==> src/rtl/if_fetch_unit.sv <==
// rtl/if_fetch_unit.sv - instruction-fetch front end: PC control, imem requests, instruction FIFO to ID
// Optional feature macro: IF_MISALIGN_TRAP_EN (sticky misaligned-redirect flag, fetch parks until aligned redirect)
module if_fetch_unit #(
  parameter int DEPTH = 2
) (
  input  logic        clk,
  input  logic        rst_n,
  input  logic [31:0] pc_cur,
  output logic [31:0] pc_next,
  output logic        pc_hold,
  input  logic        redirect_valid,
  input  logic [31:0] redirect_pc,
  output logic        imem_req_valid,
  output logic [31:0] imem_req_addr,
  input  logic        imem_req_ready,
  input  logic        imem_rsp_valid,
  input  logic [31:0] imem_rsp_data,
  output logic        id_valid,
  output logic [31:0] id_instr,
  output logic [31:0] id_pc,
  input  logic        id_ready
`ifdef IF_MISALIGN_TRAP_EN
  ,
  output logic        if_misalign
`endif
);

  localparam int PW = (DEPTH > 1) ? $clog2(DEPTH) : 1;
  localparam int CW = PW + 1;

  typedef enum logic [1:0] {
    S_IDLE  = 2'd0,
    S_REQ   = 2'd1,
    S_ISSUE = 2'd2,
    S_WAIT  = 2'd3
  } state_t;

  state_t      state, state_nxt;
  logic        stale, stale_nxt;
  logic [31:0] addr_nxt;
  logic [31:0] redirect_target;
  logic        accept;
  logic        push;
  logic        pop;
  logic        park;
  logic        can_issue;

  logic [31:0]   mem_instr [DEPTH];
  logic [31:0]   mem_pc    [DEPTH];
  logic [PW-1:0] rd_ptr, wr_ptr;
  logic [CW-1:0] count;

`ifdef IF_MISALIGN_TRAP_EN
  // A misaligned target is still loaded into the PC; fetch parks instead of issuing it.
  assign redirect_target = redirect_pc;
  assign park            = if_misalign;

  // Sticky flag: set by a misaligned redirect, cleared only by the next aligned one.
  always_ff @(posedge clk or negedge rst_n) begin
    if (!rst_n) begin
      if_misalign <= 1'b0;
    end else if (redirect_valid) begin
      if_misalign <= |redirect_pc[1:0];
    end
  end
`else
  // Without the trap the low two bits are simply forced to word alignment.
  assign redirect_target = redirect_pc & ~32'd3;
  assign park            = 1'b0;
`endif

  // A request can only be launched when a FIFO slot is guaranteed for its response.
  // A redirect in the same cycle wins: pc_cur is about to change, so launching now would fetch a dead PC.
  assign can_issue      = (count < CW'(DEPTH)) && !park && !redirect_valid;
  assign imem_req_valid = (state == S_ISSUE);
  assign accept         = imem_req_valid && imem_req_ready;
  assign push           = (state == S_WAIT) && imem_rsp_valid && !stale && !redirect_valid;
  assign pop            = id_valid && id_ready && !redirect_valid;

  // FSM state, stale marker and request address registers.
  always_ff @(posedge clk or negedge rst_n) begin
    if (!rst_n) begin
      state         <= S_IDLE;
      stale         <= 1'b0;
      imem_req_addr <= 32'd0;
    end else begin
      state         <= state_nxt;
      stale         <= stale_nxt;
      imem_req_addr <= addr_nxt;
    end
  end

  // Next-state logic: one outstanding request, address frozen from REQ until the response returns.
  always_comb begin
    state_nxt = state;
    stale_nxt = stale;
    addr_nxt  = imem_req_addr;
    case (state)
      S_IDLE: begin
        state_nxt = S_REQ;
      end
      S_REQ: begin
        if (can_issue) begin
          addr_nxt  = pc_cur;
          state_nxt = S_ISSUE;
        end
      end
      S_ISSUE: begin
        // The request cannot be withdrawn, so a redirect only marks its answer for disposal.
        if (redirect_valid) begin
          stale_nxt = 1'b1;
        end
        if (imem_req_ready) begin
          state_nxt = S_WAIT;
        end
      end
      S_WAIT: begin
        // A response coinciding with a redirect is dropped right here, so no stale marker is left behind.
        if (imem_rsp_valid) begin
          stale_nxt = 1'b0;
          state_nxt = S_REQ;
        end else if (redirect_valid) begin
          stale_nxt = 1'b1;
        end
      end
      default: begin
        state_nxt = S_IDLE;
      end
    endcase
  end

  // PC register control: load on redirect, or advance past an accepted live request; hold otherwise.
  always_comb begin
    pc_hold = 1'b1;
    pc_next = 32'd0;
    if (redirect_valid) begin
      pc_hold = 1'b0;
      pc_next = redirect_target;
    end else if (accept && !stale) begin
      pc_hold = 1'b0;
      pc_next = imem_req_addr + 32'd4;
    end
  end

  // FIFO storage: instruction word tagged with the address it was fetched from.
  always_ff @(posedge clk or negedge rst_n) begin
    if (!rst_n) begin
      for (int i = 0; i < DEPTH; i++) begin
        mem_instr[i] <= 32'd0;
        mem_pc[i]    <= 32'd0;
      end
    end else if (push) begin
      mem_instr[wr_ptr] <= imem_rsp_data;
      mem_pc[wr_ptr]    <= imem_req_addr;
    end
  end

  // FIFO pointers and occupancy; a redirect empties the queue on the next edge.
  always_ff @(posedge clk or negedge rst_n) begin
    if (!rst_n) begin
      rd_ptr <= '0;
      wr_ptr <= '0;
      count  <= '0;
    end else if (redirect_valid) begin
      rd_ptr <= '0;
      wr_ptr <= '0;
      count  <= '0;
    end else begin
      if (push) begin
        wr_ptr <= wr_ptr + PW'(1);
      end
      if (pop) begin
        rd_ptr <= rd_ptr + PW'(1);
      end
      case ({push, pop})
        2'b10:   count <= count + CW'(1);
        2'b01:   count <= count - CW'(1);
        default: count <= count;
      endcase
    end
  end

  // Head of queue goes straight to ID; zeros when empty so ID never sees leftover entries.
  assign id_valid = (count != '0);
  assign id_instr = id_valid ? mem_instr[rd_ptr] : 32'd0;
  assign id_pc    = id_valid ? mem_pc[rd_ptr]    : 32'd0;

endmodule

==> config.mk <==
export PLATFORM = sky130hd
export DESIGN_NAME = if_fetch_unit
export DESIGN_NICKNAME = d
export VERILOG_FILES = /design/src/rtl/if_fetch_unit.sv
export SDC_FILE = /design/constraint.sdc
export NUM_CORES = 1
export LEC_CHECK = 0
export CAP_MARGIN = 30
export CORE_ASPECT_RATIO = 0.7
export CORE_MARGIN = 2
export CORE_UTILIZATION = 26
export CTS_BUF_LIST = sky130_fd_sc_hd__clkbuf_8
export CTS_CLUSTER_SIZE = 25
export DETAILED_ROUTE_END_ITERATION = 8
export DONT_BUFFER_PORTS = 1
export GPL_ROUTABILITY_DRIVEN = 0
export PLACE_DENSITY = 0.35
export REMOVE_ABC_BUFFERS = 1
export SYNTH_ARGS = -nofsm -noshare
export SYNTH_HDL_FRONTEND = slang
export SYNTH_SLANG_ARGS = --single-unit
==> constraint.sdc <==
create_clock -name clk -period 4.5 [get_ports clk]
set_input_delay 1.125 -clock clk [delete_from_list [all_inputs] [get_ports clk]]
set_output_delay 1.125 -clock clk [all_outputs]
set_load 0.02 [all_outputs]
Yosys cells after proc, flatten, opt, wreduce, memory -nomap -nowiden

Cells that the tools add are included.

Flip-flop bits (word level): 167
Output and inout bits: 131
Logic and storage cells: 77

Add/subtract/negate cells: 5
Magnitude comparators: 4
Equality and inequality tests: 8
Mux-type cells: 29
Bitwise gates (word level): 2
Reductions and logical operators: 19

Operators with widths:

| cell                    | count |
|---|---|
| $mux W32                | 11 |
| $bwmux W64              | 2 |
| $add A32 B3 Y32 const B | 1 |
| $demux W32 S1           | 1 |
| $logic_and A1 B1 Y1     | 9 |
| $mux W1                 | 8 |
| $mux W2                 | 4 |
| $pmux W2 S4             | 1 |
| $reduce_bool A2 Y1      | 4 |
| $eq A2 B2 Y1 const B    | 3 |
| $eq A2 B1 Y1 const B    | 2 |
| $ge A2 B2 Y1 const B    | 2 |
| $ne A2 B2 Y1 const B    | 2 |
| $not A1 Y2              | 2 |
| $pmux W2 S2             | 1 |
| $reduce_and A3 Y1       | 1 |
| $reduce_bool A3 Y1      | 1 |
| $add A1 B1 Y1 const B   | 2 |
| $add A2 B1 Y2 const B   | 1 |
| $logic_not A1 Y1        | 2 |
| $logic_not A2 Y1        | 1 |
| $lt A2 B1 Y1 const B    | 1 |
| $lt A2 B2 Y1 const B    | 1 |
| $ne A2 B1 Y1 const B    | 1 |
| other kinds (3)         | 3 |

Logic depth before layout (Yosys ltp)

Gate-level depths: netlist of the first run.

Depth after elaboration: 7
Gate-level depth with buffers: 8
Gate-level depth less buffers: 6

Least setup slack after synthesis of the first run

Ideal clock, no wire load.

Path kind: input -> output
Start: input redirect_valid
End: output pc_next[25]
Arrival: 2.693 ns
Data required time: 3.375 ns
Path slack: 0.682 ns
Stages: 6
Cell sequence: clkbuf_1 nor4bb_1 clkbuf_1 clkbuf_1 nand2_1 o211ai_1

Word-level cells in the longest chain between the ends: 1

RTL lines:

| what        | line | source |
|---|---|---|
| from (decl) | 11   | `input logic redirect_valid,` |
| $mux W32    | 136  | `if (redirect_valid) begin` |
| to (decl)   | 9    | `output logic [31:0] pc_next,` |

No other way between the ends.

Worst setup path in the final report of the first run

Start: register imem_req_addr[4]
End: output pc_next[19]

Word-level cells in the longest chain between the ends: 3

RTL lines:

| what                   | line | source |
|---|---|---|
| from (decl)            | 14   | `output logic [31:0] imem_req_addr,` |
| from (signal assigned) | 89   | `imem_req_addr <= addr_nxt;` |
| $add A32 B3 Y32        | 141  | `pc_next = imem_req_addr + 32'd4;` |
| $mux W32               | 139  | `end else if (accept && !stale) begin` |
| $mux W32               | 136  |  |

No other way between the ends.

==> flow_summary_export.csv, run 1 <==
group,metric,value,unit
logic_synthesis,synth_common_cells,"167 x dfrtp_1, 159 x mux2_2, 86 x nor2_1",
timing,worst_pin_slew,0.6964,ns
outcome,status,"finished, final reports clean",
critical_path,worstSetupPathType,"flip-flop to output port",
clocking,cts_buffers,17,
flow_run,drv_cap,0,
placed_design,hpwl,16.80,mm
timing,drv_slew,0,
logic_synthesis,synth_area_leaders,"dfrtp_1 50%, mux2_2 22%, mux2i_1 7.7%",
clocking,ctsResizeCount,0,
logic_synthesis,synth_top_cell_area_share,0.5029,
logic_synthesis,ys_warn_count,0,
placed_design,portBuffers,0,
clocking,insertion_delay,0.48,ns
logic_synthesis,synth_area,8309,sq um
logic_synthesis,ys_ff_latch,167,
timing,skew,0.01619,ns
clocking,clk_path_buf_depth,2,
timing,period_needed,4.151,ns
drt,vias,5589,
timing,relSlewSlack,0.5357,
timing,setup_viol,0,
timing,rsz0062_at_grt,"false",
power_and_ir_drop,power-per-cell-area,597.3,nW/um^2
final_layout,nNetsFinal,813,
clocking,htree_levels,4,
drt,first_pass_iters,5,
global_route,grt_pass1_vias,6097,
critical_path,start_kind,"flip-flop",
final_layout,final_core_util,0.2969,
logic_synthesis,yosys.cell_types.count,49,
timing,clock.fmax,240.9,MHz
global_route,overflow,0,
final_layout,drive_gt1_frac,0.3181,
timing,hold_viol,0,
logic_synthesis,yosys.area.top_type,"dfrtp_1",
die,die_x,217.7,um
clocking,cts_hold_buffers,0,
logic_synthesis,synth-edff-count,0,
die,rows,54,
power_and_ir_drop,ir_drop,342.0,uV
global_route,antenna_found_initial,1,
clocking,post_cts_buffers,0,
clocking,cts_tree,"yes",
logic_synthesis,seq_area_frac_synth,0.5029,
clocking,clockRootBuffer,"clkbuf_8",
die,start_util,0.2656,
global_route,grt_max_degree,168,
logic_synthesis,synth_area_per_cell,11.67,sq um
clocking,clkSinkCount,167,
global_route,grt_first_pass_wirelength,38.30,mm
global_route,grt_usage,0.1543,
timing,tns,0,ns
worst_hold_path,holdCritPathClass,"input pin to asynchronous set/reset pin",
logic_synthesis,ys.flop_type,"dfrtp_1",
drt,drt_iter0_markers,296,
drt,detail-route-antenna-nets,0,
final_layout,area_growth,11.79,%
clocking,clkTransAtPathRegs,0.10,ns
critical_path,cp.arrival,3.03,ns
drt,via_per_inst,4.903,
logic_synthesis,synthArstFlopShare,1.000,
timing,fin_crit_sh,0.9224,
die,chipHeight,153.6,um
logic_synthesis,syn_inst,712,
critical_path,cp_max_fo,9,
drt,routed_wl,25.26,mm
power_and_ir_drop,power.leakage,0.003897,uW
die,io_pins,233,
die,core_area,31280,sq um
critical_path,end_kind,"output port",
drt,remaining_drc_errors,0,
drt,wire_per_inst,22.16,um
final_layout,antenna_cells,0,
logic_synthesis,yosysMostFrequentCell,"dfrtp_1",
die,dieArea,33430,sq um
critical_path,crit_required,3.38,ns
## cells in the final DEF, fill, tap and decap left out, drive strengths merged, types with 9 or more instances in the layout
| master | n |
|---|---|
| mux2i | 64 |
| a221o | 9 |
| dfrtp | 167 |
| nor3 | 13 |
| o21ai | 16 |
| buf | 31 |
| nand3 | 16 |
| mux2 | 159 |
| inv | 13 |
| nand2 | 38 |
| xor2 | 9 |
| clkbuf | 17 |
| nor2 | 86 |
## sequential cells by signal, indices dropped and copies added, names as in the netlist
register / cells
mem_instr: 64
mem_pc: 64
imem_req_addr: 32
count: 2
state: 2
rd_ptr: 1
stale: 1
wr_ptr: 1
## per-stage QoR
stage | hold slack (ns) | total power, uW | cells | setup slack, ns | cell area (sq um)
6_report | 0.3235 | 5548 | 1140 | 0.3493 | 9289
5_1_grt | 0.2475 | 5966 | 1140 | 0.1656 | 9289
4_1_cts | 0.2736 | 5671 | 1140 | 0.2406 | 9289
3_5_place_dp | 0.4935 | 4607 | 1108 | 0.7977 | 8941
3_3_place_gp | 0.4860 | 4502 | 1107 | 0.8115 | 8914
2_1_floorplan | 0.4794 | 3955 | 657 | 0.1065 | 8088
## worst max-delay path, cell delays in order, from the launching register on
cell and delay [ns]:
dfrtp_1 0.63, nand3_1 0.34, or4b_1 0.78, o311a_1 0.42
a221o_1 0.37
## cells by family after synthesis
| group | Yosys count | share of synthesized area |
|---|---|---|
| muxes | 223 | 0.2926 |
| and+or+nand+nor | 190 | 0.1080 |
| DFF | 167 | 0.5029 |
| buffers and inverters | 63 | 0.03027 |
| AOI/OAI and AO/OA | 52 | 0.04653 |
| xor gates and xnor gates | 13 | 0.01370 |
| adders and majority gates | 4 | 0.006023 |
## report_power, final
part	internal, uW	switching, uW	total [uW]
Clock	430	600	1030
Sequential	2120	695	2820
Combinational	855	848	1700
Total	3400	2140	5550
## layout make-up
| class | count | area, sq um |
|---|---|---|
| Inverter | 8 | 30.03 |
| Fill cell | 3210 | 21990 |
| Multi-Input combinational cell | 482 | 3925 |
| Clock buffer | 17 | 234.0 |
| Timing Repair Buffer | 31 | 277.8 |
| Sequential cell | 167 | 4183 |
| Clock inverter | 15 | 113.9 |
| Tap cell | 420 | 525.5 |
## routing by layer
metal / wire (um) / global-route usage
met3: 1513 / 0.05658
met5: 13 / 0
met4: 176 / 0.03066
met2: 12300 / 0.2575
met1: 11260 / 0.1917
## final timing paths
kind                                               from  depth (start not counted)                            end  slack, ns
max                        imem_req_addr[4]$_DFFE_PN0P_                          4                    pc_next[19]       0.35
min                                               rst_n                          0  imem_req_addr[15]$_DFFE_PN0P_       0.32
max reg2reg                        state[0]$_DFFE_PN0P_                          6      mem_instr[15]$_DFFE_PN0P_       2.22
min reg2reg                   mem_instr[22]$_DFFE_PN0P_                          1      mem_instr[22]$_DFFE_PN0P_       0.51
max in group asynchronous                         rst_n                          0             rd_ptr$_DFFE_PN0P_       3.88
min in group clk              mem_instr[22]$_DFFE_PN0P_                          1      mem_instr[22]$_DFFE_PN0P_       0.51
No activity file was read; power rests on OpenSTA's default activity.
==> inputs of run 2 (changes only) <==
--- a/config.mk
+++ b/config.mk
@@ -8,13 +8,13 @@
 export CAP_MARGIN = 30
 export CORE_ASPECT_RATIO = 0.7
 export CORE_MARGIN = 2
-export CORE_UTILIZATION = 26
+export CORE_UTILIZATION = 54
 export CTS_BUF_LIST = sky130_fd_sc_hd__clkbuf_8
 export CTS_CLUSTER_SIZE = 25
 export DETAILED_ROUTE_END_ITERATION = 8
 export DONT_BUFFER_PORTS = 1
 export GPL_ROUTABILITY_DRIVEN = 0
-export PLACE_DENSITY = 0.35
+export PLACE_DENSITY = 0.65
 export REMOVE_ABC_BUFFERS = 1
 export SYNTH_ARGS = -nofsm -noshare
 export SYNTH_HDL_FRONTEND = slang
==> run 2 against run 1 <==
- first-iteration DRC count grew 23%
- count of clock-buffer cells in the layout unchanged
- cell area decreased by 2.9%
- combinational power fell by 12%
- clock power increased by 17%
- routed wire length down 21%
- sequential share of layout area up 1.3 points
- critical endpoint is now pc_next[22]
- largest cell class unchanged
- largest power group unchanged
==> flow_summary_export.csv, run 2 (synthesized netlist as in run 1, its figures left out) <==
group,metric,value,unit
outcome,status,"finished, final reports clean",
die,start_util,0.5591,
drt,first_pass_iters,4,
final_layout,nNetsFinal,805,
timing,clock.fmax,239.3,MHz
placed_design,hpwl,13.27,mm
critical_path,end_kind,"output port",
final_layout,drive_gt1_frac,0.3132,
drt,routed_wl,20.01,mm
global_route,antenna_found_initial,0,
final_layout,area_growth,8.538,%
die,die_x,152.3,um
clocking,clkTransAtPathRegs,0.10,ns
clocking,clockRootBuffer,"clkbuf_8",
critical_path,cp_max_fo,11,
die,rows,37,
timing,worst_pin_slew,0.8842,ns
clocking,clkSinkCount,167,
power_and_ir_drop,power.leakage,0.003857,uW
clocking,insertion_delay,0.46,ns
timing,fin_crit_sh,0.9287,
final_layout,mostFrequentLayoutCells,"166 x dfrtp_1, 159 x mux2_2, 85 x nor2_1",
clocking,cts_buffers,17,
global_route,grt_usage,0.2505,
die,chipHeight,107.8,um
flow_run,drv_cap,0,
critical_path,r2r_end,"mem_instr[9]$_DFFE_PN0P_",
global_route,overflow,0,
die,dieArea,16410,sq um
timing,drv_slew,0,
timing,skew,0.01309,ns
timing,relSlewSlack,0.4051,
clocking,htree_levels,4,
drt,wire_per_inst,22.06,um
critical_path,crit_required,3.38,ns
timing,tns,0,ns
placed_design,portBuffers,0,
drt,via_per_inst,6.235,
critical_path,worstSetupPathType,"flip-flop to output port",
clocking,cts_hold_buffers,0,
final_layout,fill_cells,1193,
critical_path,reg2reg_from,"state[1]$_DFFE_PN0P_",
clocking,clk_path_buf_depth,2,
power_and_ir_drop,ir_drop,373.4,uV
final_layout,reg_top3,"mem_instr: 64 flops, mem_pc: 64 flops, imem_req_addr: 32 flops",
drt,remaining_drc_errors,0,
global_route,grt_first_pass_wirelength,31.84,mm
timing,rsz0062_at_grt,"false",
final_layout,final_common_cell,"dfrtp_1",
placed_design,dp_cells,875,
clocking,cts_tree,"yes",
drt,detail-route-antenna-nets,0,
drt,vias,5655,
worst_hold_path,holdCritPathClass,"input pin to asynchronous set/reset pin",
critical_path,start_kind,"flip-flop",
clocking,post_cts_buffers,0,
critical_path,cp.arrival,3.05,ns
global_route,grt_pass1_vias,5982,
final_layout,antenna_cells,0,
timing,period_needed,4.179,ns
final_layout,stdcell_count,907,
timing,hold_viol,0,
clocking,ctsResizeCount,0,
drt,drt_iter0_markers,364,
die,core_area,14860,sq um
critical_path,r2r_setup_slack,1.97,ns
timing,setup_viol,0,
critical_path,r2r_cells,6,
global_route,grt_max_degree,168,
power_and_ir_drop,power-per-cell-area,623.1,nW/um^2
placed_design,dp_slack,0.8581,ns
timing,setup_ws,0.3209,ns
die,io_pins,233,
## run 2: layer usage
metal / GRT usage / routed length [um] / vias to the layer above / part of all wire
met4: 0.07944 / 391 / 0 / 0.020
met1: 0.3305 / 8723 / 2881 / 0.44
met2: 0.3948 / 9263 / 232 / 0.46
met5: 0 / 0 / - / 0
li1: - / - / 2513 / -
met3: 0.08374 / 1631 / 29 / 0.082
## run 2: area by class of cell
class,count,area (sq um),area share
multi-input cells,482,3915,0.4341
clock inverters,15,215.2,0.02386
flip-flops and latches,167,4183,0.4638
clock buffers,17,234.0,0.02594
well taps,195,244.0,0.02705
repair buffers,23,197.7,0.02192
inverters,8,30.03,0.003330
## run 2: through the flow
stage	power (uW)	hold slack, ns	cell area [sq um]	util
global route	5960	0.2955	9019	0.6069
detailed placement	4446	0.4932	8569	0.5767
finish	5619	0.3480	9019	0.6069
CTS	5660	0.3180	9019	0.6069
global placement	4321	0.4860	8569	0.5767
floorplan	3955	0.4794	8088	-
## run 2: report_power, final
| group | total (uW) | switching [uW] | internal, uW |
|---|---|---|---|
| combinational | 1490 | 689 | 803 |
| clock | 1210 | 590 | 621 |
| sequential | 2920 | 798 | 2120 |
## run 2: how the worst max path moves through the flow
| stage | start | endpoint | slack (ns) | depth (start not counted) |
|---|---|---|---|---|
| CTS | imem_req_addr[4]$_DFFE_PN0P_ | pc_next[24] | 0.34 | 4 |
| finish | imem_req_addr[4]$_DFFE_PN0P_ | pc_next[22] | 0.32 | 4 |
| detailed placement | imem_req_addr[4]$_DFFE_PN0P_ | pc_next[24] | 0.86 | 4 |
| floorplan | redirect_valid | pc_next[29] | 0.11 | 3 |
| global placement | imem_req_addr[4]$_DFFE_PN0P_ | pc_next[22] | 0.87 | 4 |
| global route | imem_req_addr[4]$_DFFE_PN0P_ | pc_next[20] | 0.13 | 4 |
## run 2: worst max-delay path, stage by stage (launching register included)
cell	delay, ns
dfrtp_1	0.65
and3_1	0.51
nand3_1	0.54
o311a_1	0.52
a221o_1	0.36
